--- src/rtl/spart_tx_param.sv ---
// SPART UART transmitter: start, DATA_W data bits LSB first, optional parity, 1-2 stop bits; OSR en ticks per bit.
// Define SPART_TX_FIFO_EN for a 4-entry write FIFO with back-to-back frames; otherwise a single holding register.
module spart_tx_param #(
  parameter int DATA_W      = 8,
  parameter int OSR         = 16,
  parameter int PARITY_MODE = 0,
  parameter int STOP_BITS   = 1
) (
  input  logic              clk,
  input  logic              rst,
  input  logic [DATA_W-1:0] data,
  input  logic              en,
  input  logic              en_start,
  output logic              tbr,
  output logic              TxD,
  output logic              busy
);

  // Out-of-range settings fall back to no parity and one stop bit.
  localparam int PAR_EFF  = (PARITY_MODE == 1 || PARITY_MODE == 2) ? PARITY_MODE : 0;
  localparam int STOP_EFF = (STOP_BITS == 2) ? 2 : 1;
  localparam int TW = $clog2(OSR);
  localparam int BW = $clog2(DATA_W + 1);
  localparam logic [TW-1:0] TICK_MAX  = TW'(OSR - 1);
  localparam logic [BW-1:0] LAST_DATA = BW'(DATA_W - 1);
  localparam logic [BW-1:0] LAST_STOP = BW'(STOP_EFF - 1);

  typedef enum logic [2:0] {IDLE, START, DATA, PARITY, STOP} state_t;

  state_t            state_q, state_d;
  logic [TW-1:0]     tick_q, tick_d;
  logic [BW-1:0]     bit_q, bit_d;
  logic [DATA_W-1:0] shift_q, shift_d;
  logic              par_q, par_d;
  logic              txd_q, txd_d;
  logic              load;
  logic              idle_ld, chain_ld;
  logic [DATA_W-1:0] ld_dat;

`ifdef SPART_TX_FIFO_EN
  logic [DATA_W-1:0] fifo_q [4];
  logic [1:0]        wr_ptr_q, rd_ptr_q;
  logic [2:0]        cnt_q;
  logic              push;

  assign tbr      = (cnt_q != 3'd4);
  assign push     = en_start & tbr;
  assign idle_ld  = (cnt_q != 3'd0);
  assign chain_ld = (cnt_q != 3'd0);
  assign ld_dat   = fifo_q[rd_ptr_q];

  always_ff @(posedge clk) begin
    if (!rst) begin
      wr_ptr_q <= 2'd0;
      rd_ptr_q <= 2'd0;
      cnt_q    <= 3'd0;
    end else begin
      if (push) wr_ptr_q <= wr_ptr_q + 2'd1;
      if (load) rd_ptr_q <= rd_ptr_q + 2'd1;
      if (push && !load)      cnt_q <= cnt_q + 3'd1;
      else if (!push && load) cnt_q <= cnt_q - 3'd1;
    end
  end

  always_ff @(posedge clk) begin
    if (push) fifo_q[wr_ptr_q] <= data;
  end
`else
  assign tbr      = (state_q == IDLE);
  assign idle_ld  = en_start;
  assign chain_ld = 1'b0;
  assign ld_dat   = data;
`endif

  assign TxD  = txd_q;
  assign busy = (state_q != IDLE);

  always_comb begin
    state_d = state_q;
    tick_d  = tick_q;
    bit_d   = bit_q;
    shift_d = shift_q;
    par_d   = par_q;
    txd_d   = txd_q;
    load    = 1'b0;
    if (state_q == IDLE) begin
      load = idle_ld;
    end else if (en) begin
      if (tick_q != '0) begin
        tick_d = tick_q - 1'b1;
      end else begin
        tick_d = TICK_MAX;
        case (state_q)
          START: begin
            state_d = DATA;
            bit_d   = '0;
            txd_d   = shift_q[0];
          end
          DATA: begin
            shift_d = shift_q >> 1;
            if (bit_q == LAST_DATA) begin
              bit_d = '0;
              if (PAR_EFF != 0) begin
                state_d = PARITY;
                txd_d   = par_q;
              end else begin
                state_d = STOP;
                txd_d   = 1'b1;
              end
            end else begin
              bit_d = bit_q + 1'b1;
              txd_d = shift_q[1];
            end
          end
          PARITY: begin
            state_d = STOP;
            bit_d   = '0;
            txd_d   = 1'b1;
          end
          STOP: begin
            // Last stop tick: chain straight into the next START if a word is waiting.
            if (bit_q == LAST_STOP) begin
              if (chain_ld) begin
                load = 1'b1;
              end else begin
                state_d = IDLE;
                txd_d   = 1'b1;
              end
            end else begin
              bit_d = bit_q + 1'b1;
            end
          end
          default: begin
            state_d = IDLE;
            txd_d   = 1'b1;
          end
        endcase
      end
    end
    if (load) begin
      shift_d = ld_dat;
      par_d   = (^ld_dat) ^ (PAR_EFF == 2);
      state_d = START;
      tick_d  = TICK_MAX;
      bit_d   = '0;
      txd_d   = 1'b0;
    end
  end

  always_ff @(posedge clk) begin
    if (!rst) begin
      state_q <= IDLE;
      tick_q  <= '0;
      bit_q   <= '0;
      shift_q <= '0;
      par_q   <= 1'b0;
      txd_q   <= 1'b1;
    end else begin
      state_q <= state_d;
      tick_q  <= tick_d;
      bit_q   <= bit_d;
      shift_q <= shift_d;
      par_q   <= par_d;
      txd_q   <= txd_d;
    end
  end

endmodule
--- config.mk ---
export PLATFORM = sky130hd
export DESIGN_NAME = spart_tx_param
export DESIGN_NICKNAME = d
export VERILOG_FILES = /design/src/rtl/spart_tx_param.sv
export SDC_FILE = /design/constraint.sdc
export NUM_CORES = 1
export LEC_CHECK = 0
export ABC_AREA = 0
export CELL_PAD_IN_SITES_DETAIL_PLACEMENT = 0
export CELL_PAD_IN_SITES_GLOBAL_PLACEMENT = 1
export CORE_UTILIZATION = 43
export CTS_CLUSTER_SIZE = 14
export DETAILED_ROUTE_END_ITERATION = 8
export GPL_ROUTABILITY_DRIVEN = 0
export PLACE_DENSITY_LB_ADDON = 0.08
export REMOVE_ABC_BUFFERS = 1
export SLEW_MARGIN = 25
export SYNTH_ARGS = -nofsm -noshare
export SYNTH_HDL_FRONTEND = slang
export SYNTH_SLANG_ARGS = --single-unit
--- constraint.sdc ---
create_clock -name clk -period 3.3 [get_ports clk]
set_clock_uncertainty 0.2 [all_clocks]
set_input_delay 0.66 -clock clk [delete_from_list [all_inputs] [get_ports clk]]
set_output_delay 0.66 -clock clk [all_outputs]
set_load 0.1 [all_outputs]
# Word-level counts from Yosys, hierarchy flattened
# Cells that the tools add are included.
[word_totals]
register_bits = 20
latchBits = 0
ramBits = 0
mem_bits_ro = 0
in_bits = 12
output_inout_bits = 3
word_cells = 65
mem_count = 0
[classes]
n_addsub = 2
n_mul = 0
div_mod_pow = 0
order_cmp = 0
eq_ne = 12
n_shift = 0
mux = 27
bitwise = 3
n_reduce_logical = 15
[op_table]
columns = ["cell", "count"]
rows = [
  ["8-bit two-way mux", 5],
  ["4-bit two-way mux", 6],
  ["5-bit AND reduction", 3],
  ["3-bit case mux with 4 select lines", 1],
  ["4-bit case mux with 3 select lines", 1],
  ["1-bit two-way mux", 11],
  ["2-bit != test (second input constant)", 4],
  ["4-bit AND reduction", 2],
  ["3-bit by 2-bit equality test with 1-bit output (second input constant)", 2],
  ["3-bit two-way mux", 2],
  ["3-bit != test (second input constant)", 2],
  ["3-bit nonzero test", 2],
  ["4-bit by 1-bit adder with 4-bit output (second input constant)", 1],
  ["4-bit by 3-bit equality test with 1-bit output (second input constant)", 1],
  ["4-bit zero test", 1],
  ["2-bit nonzero test", 2],
  ["4-bit nonzero test", 1],
  ["2-bit OR reduction", 2],
  ["4-bit by 1-bit subtractor with 4-bit output (second input constant)", 1],
  ["3-bit by 1-bit equality test with 1-bit output (second input constant)", 1],
  ["3-bit equality test (second input constant)", 1],
  ["3-bit zero test", 1],
  ["1-bit NOT", 3],
  ["1-bit case mux with 3 select lines", 1],
  ["other kinds (2)", 2],
]

# Longest topological paths before layout
# Gate-level depths: netlist of the first run.
[logic_depth]
ltp_word = 7
depth_mapped = 7
mapped_depth_nobuf = 6

# Worst setup path before layout of the first run
# No wires, ideal clock.
[synth_timing]
path_kind = "register -> output"
start = "register state_q[0]"
end = "output port busy"
arrival_ps = 3835
required_time_ps = 2440
slack_ps = -1395
stages_incl_launch_ff = 3
n_path_buf = 0
cell_sequence = "dfxtp_1 > nor3_1 > inv_1"
[synth_via]
elab_chain_cells = 1
[synth_lines]
columns = ["item", "line_no", "text"]
rows = [
  ["start, declared", "30", "state_t state_q, state_d;"],
  ["start signal, assigned", "159", "state_q <= state_d;"],
  ["3-bit nonzero test", "76", "assign busy = (state_q != IDLE);"],
  ["end, declared", "16", "output logic busy"],
]
# Every way passes these cells.

# Final worst setup path of the first run
[layout_timing]
start = "register state_q[2]"
end = "output port tbr"
[layout_via]
elab_chain_cells = 1
[layout_lines]
columns = ["item", "line_no", "text"]
rows = [
  ["3-bit zero test", "69", "assign tbr = (state_q == IDLE);"],
  ["end, declared", "14", "output logic tbr,"],
]
# Every way passes these cells.

==> results of run 1 <==
==> cells in the mapped netlist <==
library cell  instances  area (um^2)
o31ai_1               3         22.5
a211oi_1              1         7.51
o31a_1                2         17.5
o221ai_1              1         8.76
ha_1                  3         37.5
o41ai_2               1         16.3
and3_1                1         6.26
o21a_1                1         7.51
nor4bb_1              2         20.0
a31o_2                1         8.76
mux2i_1               7         70.1
clkbuf_1              3         11.3
dfxtp_1              20          400
nor4b_1               1         8.76
nor2b_1               5         31.3
a21oi_1               4         20.0
o2bb2ai_1             1         8.76
inv_1                 6         22.5
o211a_1               7         70.1
o311ai_0              1         8.76
or3_1                 1         6.26
o21ai_0               4         20.0
buf_2                 4         20.0
nand2b_1              1         6.26
and2_1                2         12.5
a211o_1               1         8.76
nor3_1                4         20.0
a32oi_1               1         8.76
nand2b_4              1         13.8
o211ai_1              2         15.0
nand2_1              14         52.6
nor4b_4               1         23.8
o311a_1               2         20.0
nand3_1               6         30.0
nand4bb_1             1         11.3
and3b_1               2         17.5
nor2_1                6         22.5
or4b_1                1         10.0
==> how the worst max path moves through the flow <==
stage                       startpoint               endpoint  slack (ns)
6_report       state_q[2]$_SDFFE_PP0P_                    tbr        0.82
5_1_grt        state_q[0]$_SDFFE_PN0P_                    tbr        0.69
4_1_cts        state_q[0]$_SDFFE_PN0P_                    tbr        0.80
3_5_place_dp                        en  bit_q[3]$_SDFFE_PP0P_        0.56
3_3_place_gp                        en  bit_q[3]$_SDFFE_PP0P_        0.61
2_1_floorplan  state_q[0]$_SDFFE_PN0P_                   busy       -1.49
==> critical path: stages, from the launching register on <==
cell and delay [ns]:
dfxtp_1 0.47, nor3_1 0.47, buf_4 0.38
==> cell families after synthesis <==
group                      share of synthesized area (%)
buffers and inverters                               4.79
adders and majority gates                           3.34
muxes                                               6.24
AOI/OAI and AO/OA                                   23.9
DFF                                                 35.6
and+or+nand+nor                                     26.1
==> power breakdown <==
group / internal (W) / switching [W]
logic: 0.0000621 / 0.0000865
clock network: 0.0000672 / 0.0000756
registers: 0.000261 / 0.0000201
==> registers in the layout (all words and copies together), names as in the netlist <==
signal,cells
shift_q,8
state_q,3
TxD,1
tick_q,4
bit_q,4
==> layer usage <==
layer	global-route usage [%]	up-vias	part of all wire, %
met4	7.89	0	0.46
li1	-	493	-
met2	30.2	8	48
met5	0	-	0
met3	2.59	2	2.1
met1	22.7	436	49
==> cells in the final DEF (no fill, tap or decap), types with 2 or more instances in the layout <==
cell / n
a21oi_1: 4
and3b_1: 2
nand2_1: 14
clkdlybuf4s50_1: 11
nand3_1: 6
ha_1: 3
inv_1: 6
clkbuf_4: 3
o311a_1: 2
o211a_1: 7
nor2b_1: 5
nor2_1: 6
mux2i_1: 7
o21ai_0: 4
nor4bb_1: 2
buf_4: 5
o211ai_1: 2
o31a_1: 2
nor3_1: 4
dfxtp_1: 20
o31ai_1: 3
and2_1: 2
==> metrics by stage <==
step,cell area (um^2),utilization [%],setup WS (ns),std cells
floorplan,1090,-,-1.49,118
global placement,1280,51.6,0.614,164
detailed placement,1280,51.6,0.558,164
CTS,1310,53.0,0.803,168
global route,1310,53.0,0.686,168
finish,1310,53.0,0.822,168
==> cell type report <==
| class | count | area [um^2] | share of cell area (%) |
|---|---|---|---|
| clock buffer | 4 | 36.3 | 2.76 |
| inverter | 6 | 22.5 | 1.71 |
| multi-input combinational | 92 | 669 | 51.0 |
| sequential | 20 | 400 | 30.5 |
| tap | 30 | 37.5 | 2.86 |
| timing repair buffer | 16 | 148 | 11.2 |
==> impl_metrics.toml, run 1 <==
[worst_hold_path]
hp-start = "TxD$_SDFFE_PN1P_"
hp-class = "reg2reg"
min_delay_path_depth = 2
hold-path-endpoint = "TxD$_SDFFE_PN1P_"

[pwr]
ir_worst_vdd_mv = 0.243
p_total_w = 0.000572
p_leak_nw = 0.591
p_per_area_mw_per_mm2 = 436

[critical_path]
required_ns = 2.44
worstSetupEndpointType = "output port"
reg2reg_from = "state_q[0]$_SDFFE_PN0P_"
start_kind = "register"
worstPathArrival_ns = 1.62
setup.worst_path.class = "reg2out"
cp_max_fo = 13
reg2regPathDepth = 4
ff2ff_setup_slack_ns = 1.04
reg2reg_to = "bit_q[3]$_SDFFE_PP0P_"

[timing]
fmax_ghz = 0.404
min_period_ns = 2.48
tns_ns = 0
hold_violations = 0
holdWs_ns = 0.314
slew_headroom_pct = 61.5
report.final.slew_viol_count = 0
rsz0062_at_grt = "false"
tightestPinTransition_ns = 0.576
setup_viol = 0
fin_crit_sh_pct = 75.1

[routing]
drt_pass1_iterations = 3
drtIter0Drc = 4
drc_errors = 0
ant_nets = 0
num_vias = 939
drt-total-wl_um = 2180
wl_per_cell_um = 13.0
avgViaCountPerCell = 5.59

[clock_tree]
cts_hold_buf = 0
post_cts_resized = 0
path_clk_slew_ns = 0.11
cts_setup_buffers = 0
cts_tree = "done"
cts_made_buffers = 3
htree_levels = 1
clock-sinks = 20
clk_latency_ns = 0.30
root_buffer = "clkbuf_4"
cts_buffer_depth = 2

[grt]
grt_pass1_wl_um = 3690
track_usage_pct = 18.0
grt_overflow_total = 0
grt_pass1_vias = 835
grt_start_max_net_pins = 16
antenna_found_initial = 0

[floorplanning]
ios = 15
std_cell_rows = 18
coreArea_mm2 = 0.00248
die_w_um = 53.1
start_util_pct = 45.4
fp.dieH_um = 53.1
dieArea_mm2 = 0.00282

[synth]
syn_area_mm2 = 0.00112
synth_cell_types = 38
ys_warn_count = 0
ys_ff_latch = 20
syn_inst = 125
yosysSeqAreaShare_pct = 35.6
postSynthAreaPerCell_um2 = 8.99

[placed_design]
dp_hpwl_um = 1600
numPortBuffers = 14

[run_status]
status = "complete, no violations"

[finish]
nets = 154
areaGrowthSynthToFinish_pct = 16.9
drive_above_1_share_pct = 9.42
antenna_cells = 0
fill_cells = 256

[flow_run]
cap_viol_max_count = 0
(Power assumes the default switching activity.)
==> run 2, diff against run 1 <==
Settings changed: CORE_UTILIZATION 43 to 36.
Clock period 3.3 ns to 2.1 ns, I/O delays scaled along.
==> run 2 against run 1 <==
  * The flow now finishes with violations (DRC)
  * Worst setup slack worse by 0.76 ns
  * Power up 85%
  * Via count increased by 11%
  * Critical endpoint is now bit_q[3]$_SDFFE_PP0P_
  * Count of clock-buffer cells in the layout decreased by 1
==> impl_metrics.toml, run 2 (synthesized netlist as in run 1, its figures left out) <==
[routing]
num_vias = 1044
wl_per_cell_um = 12.8
drc_errors = 1
drt-total-wl_um = 2400
ant_nets = 0
drt_pass1_iterations = 6
avgViaCountPerCell = 5.58
drtIter0Drc = 28

[critical_path]
worstPathArrival_ns = 2.07
cp_max_fo = 4
start_kind = "register"
cpPeakStageDelay_ns = 0.54
setup.worst_path.class = "reg2reg"
worstSetupEndpointType = "register"
path_cells = "inv_1 -> ha_1 -> nor4bb_1 -> or4b_4 -> nand2b_4 -> o41ai_4"
required_ns = 2.13
cpMaxStageDelayCell = "or4b_4"

[timing]
hold_violations = 0
fmax_ghz = 0.490
rsz0062_at_grt = "true"
report.final.slew_viol_count = 0
fin_crit_sh_pct = 97.2
slew_headroom_pct = 73.3
fin_ws_ns = 0.0579
tightestPinTransition_ns = 0.396
min_period_ns = 2.04
setup_viol = 0
tns_ns = 0

[finish]
antenna_cells = 0
nets = 172
layout_commonest_cell = "buf_4"
largest_reg_flops = 8
fill_cells = 285
reg.largest.list = "shift_q x8, bit_q x4, tick_q x4"
layout.cells.most_common_list = "20 x buf_4, 19 x dfxtp_1, 14 x nand2_1, 11 x clkdlybuf4s50_1"
regMostFlops = "shift_q"
fin_util_pct = 53.5
areaGrowthSynthToFinish_pct = 35.7
drive_above_1_share_pct = 21.8

[run_status]
violations = "DRC"
status = "finished, violations left"

[clock_tree]
cts_buffer_depth = 2
clk_latency_ns = 0.31
root_buffer = "clkbuf_4"
cts_tree = "done"
clock-sinks = 20
cts_hold_buf = 0
path_clk_slew_ns = 0.12
cts_made_buffers = 3
htree_levels = 1
cts_setup_buffers = 0

[floorplanning]
dieArea_mm2 = 0.00335
ios = 15
std_cell_rows = 19
fp.dieH_um = 57.9
start_util_pct = 39.4
coreArea_mm2 = 0.00285
die_w_um = 57.9

[placed_design]
numPortBuffers = 14
dp_hpwl_um = 1860
pre_cts_ws_ns = -0.251

[grt]
grt_pass1_wl_um = 4080
antenna_found_initial = 0
grt_overflow_total = 0
track_usage_pct = 15.8
grt_pass1_vias = 948
grt_start_max_net_pins = 13

[pwr]
p_per_area_mw_per_mm2 = 695
p_leak_nw = 0.723
ir_worst_vdd_mv = 0.465

[worst_hold_path]
hp-class = "reg2reg"

[flow_run]
cap_viol_max_count = 0
-- run 2: worst paths after layout --
path	startpoint	end	slack, ns	depth (start not counted)
max reg2reg	bit_q[1]$_SDFFE_PP0P_	bit_q[3]$_SDFFE_PP0P_	0.06	6
min	shift_q[6]$_SDFFE_PN0P_	shift_q[6]$_SDFFE_PN0P_	0.31	1
max	bit_q[1]$_SDFFE_PP0P_	bit_q[3]$_SDFFE_PP0P_	0.06	6
min reg2reg	shift_q[6]$_SDFFE_PN0P_	shift_q[6]$_SDFFE_PN0P_	0.31	1
-- run 2: final cells by class --
cell class                 instances  area [um^2]  area share [%]
clock buffer                       3         22.5            1.48
timing repair buffer              34          320            21.0
multi-input combinational         92          689            45.2
inverter                           6         22.5            1.48
sequential                        20          402            26.3
tap                               31         38.8            2.54
clock inverter                     1         30.0            1.97
-- run 2: layer usage --
metal / share of wire, % / GRT usage, % / vias up
li1: - / - / 527
met1: 47 / 19.7 / 483
met2: 46 / 25.8 / 30
met3: 5.1 / 4.69 / 4
met4: 1.3 / 5.78 / 0
met5: 0 / 0 / -
-- run 2: critical path: cells and delay by family (launching register included) --
family	cells	cell delay [ns]
and+or+nand+nor	3	0.88
adders and majority gates	1	0.18
AOI/OAI and AO/OA	1	0.27
buffers and inverters	1	0.05
DFF	1	0.38
-- run 2: where the power goes --
part	switching, W	total, W	internal (W)
sequential	0.0000271	0.000437	0.000410
clock	0.000127	0.000320	0.000193
combinational	0.000155	0.000303	0.000148
total	0.000310	0.00106	0.000751
-- run 2: through the flow --
step / cells / total power (W) / cell area (um^2) / hold WS, ns
2_1_floorplan: 118 / 0.000615 / 1090 / 0.271
3_3_place_gp: 183 / 0.000741 / 1450 / 0.280
3_5_place_dp: 183 / 0.000747 / 1450 / 0.285
4_1_cts: 187 / 0.00107 / 1510 / 0.314
5_1_grt: 187 / 0.00111 / 1530 / 0.320
6_report: 187 / 0.00106 / 1530 / 0.310
-- run 2: what timing repair did --
| action | 4_1_cts | 5_1_grt |
|---|---|---|
| resized for setup | 1 | 3 |
| setup endpoints to repair | 1 | 3 |
| pin swaps | 0 | 0 |
==> run 3, diff against run 2 <==
Settings changed: CAP_MARGIN set to 20.
==> results of run 3 <==
Same layout as run 2: the final DEF is identical, and so are final timing and power.
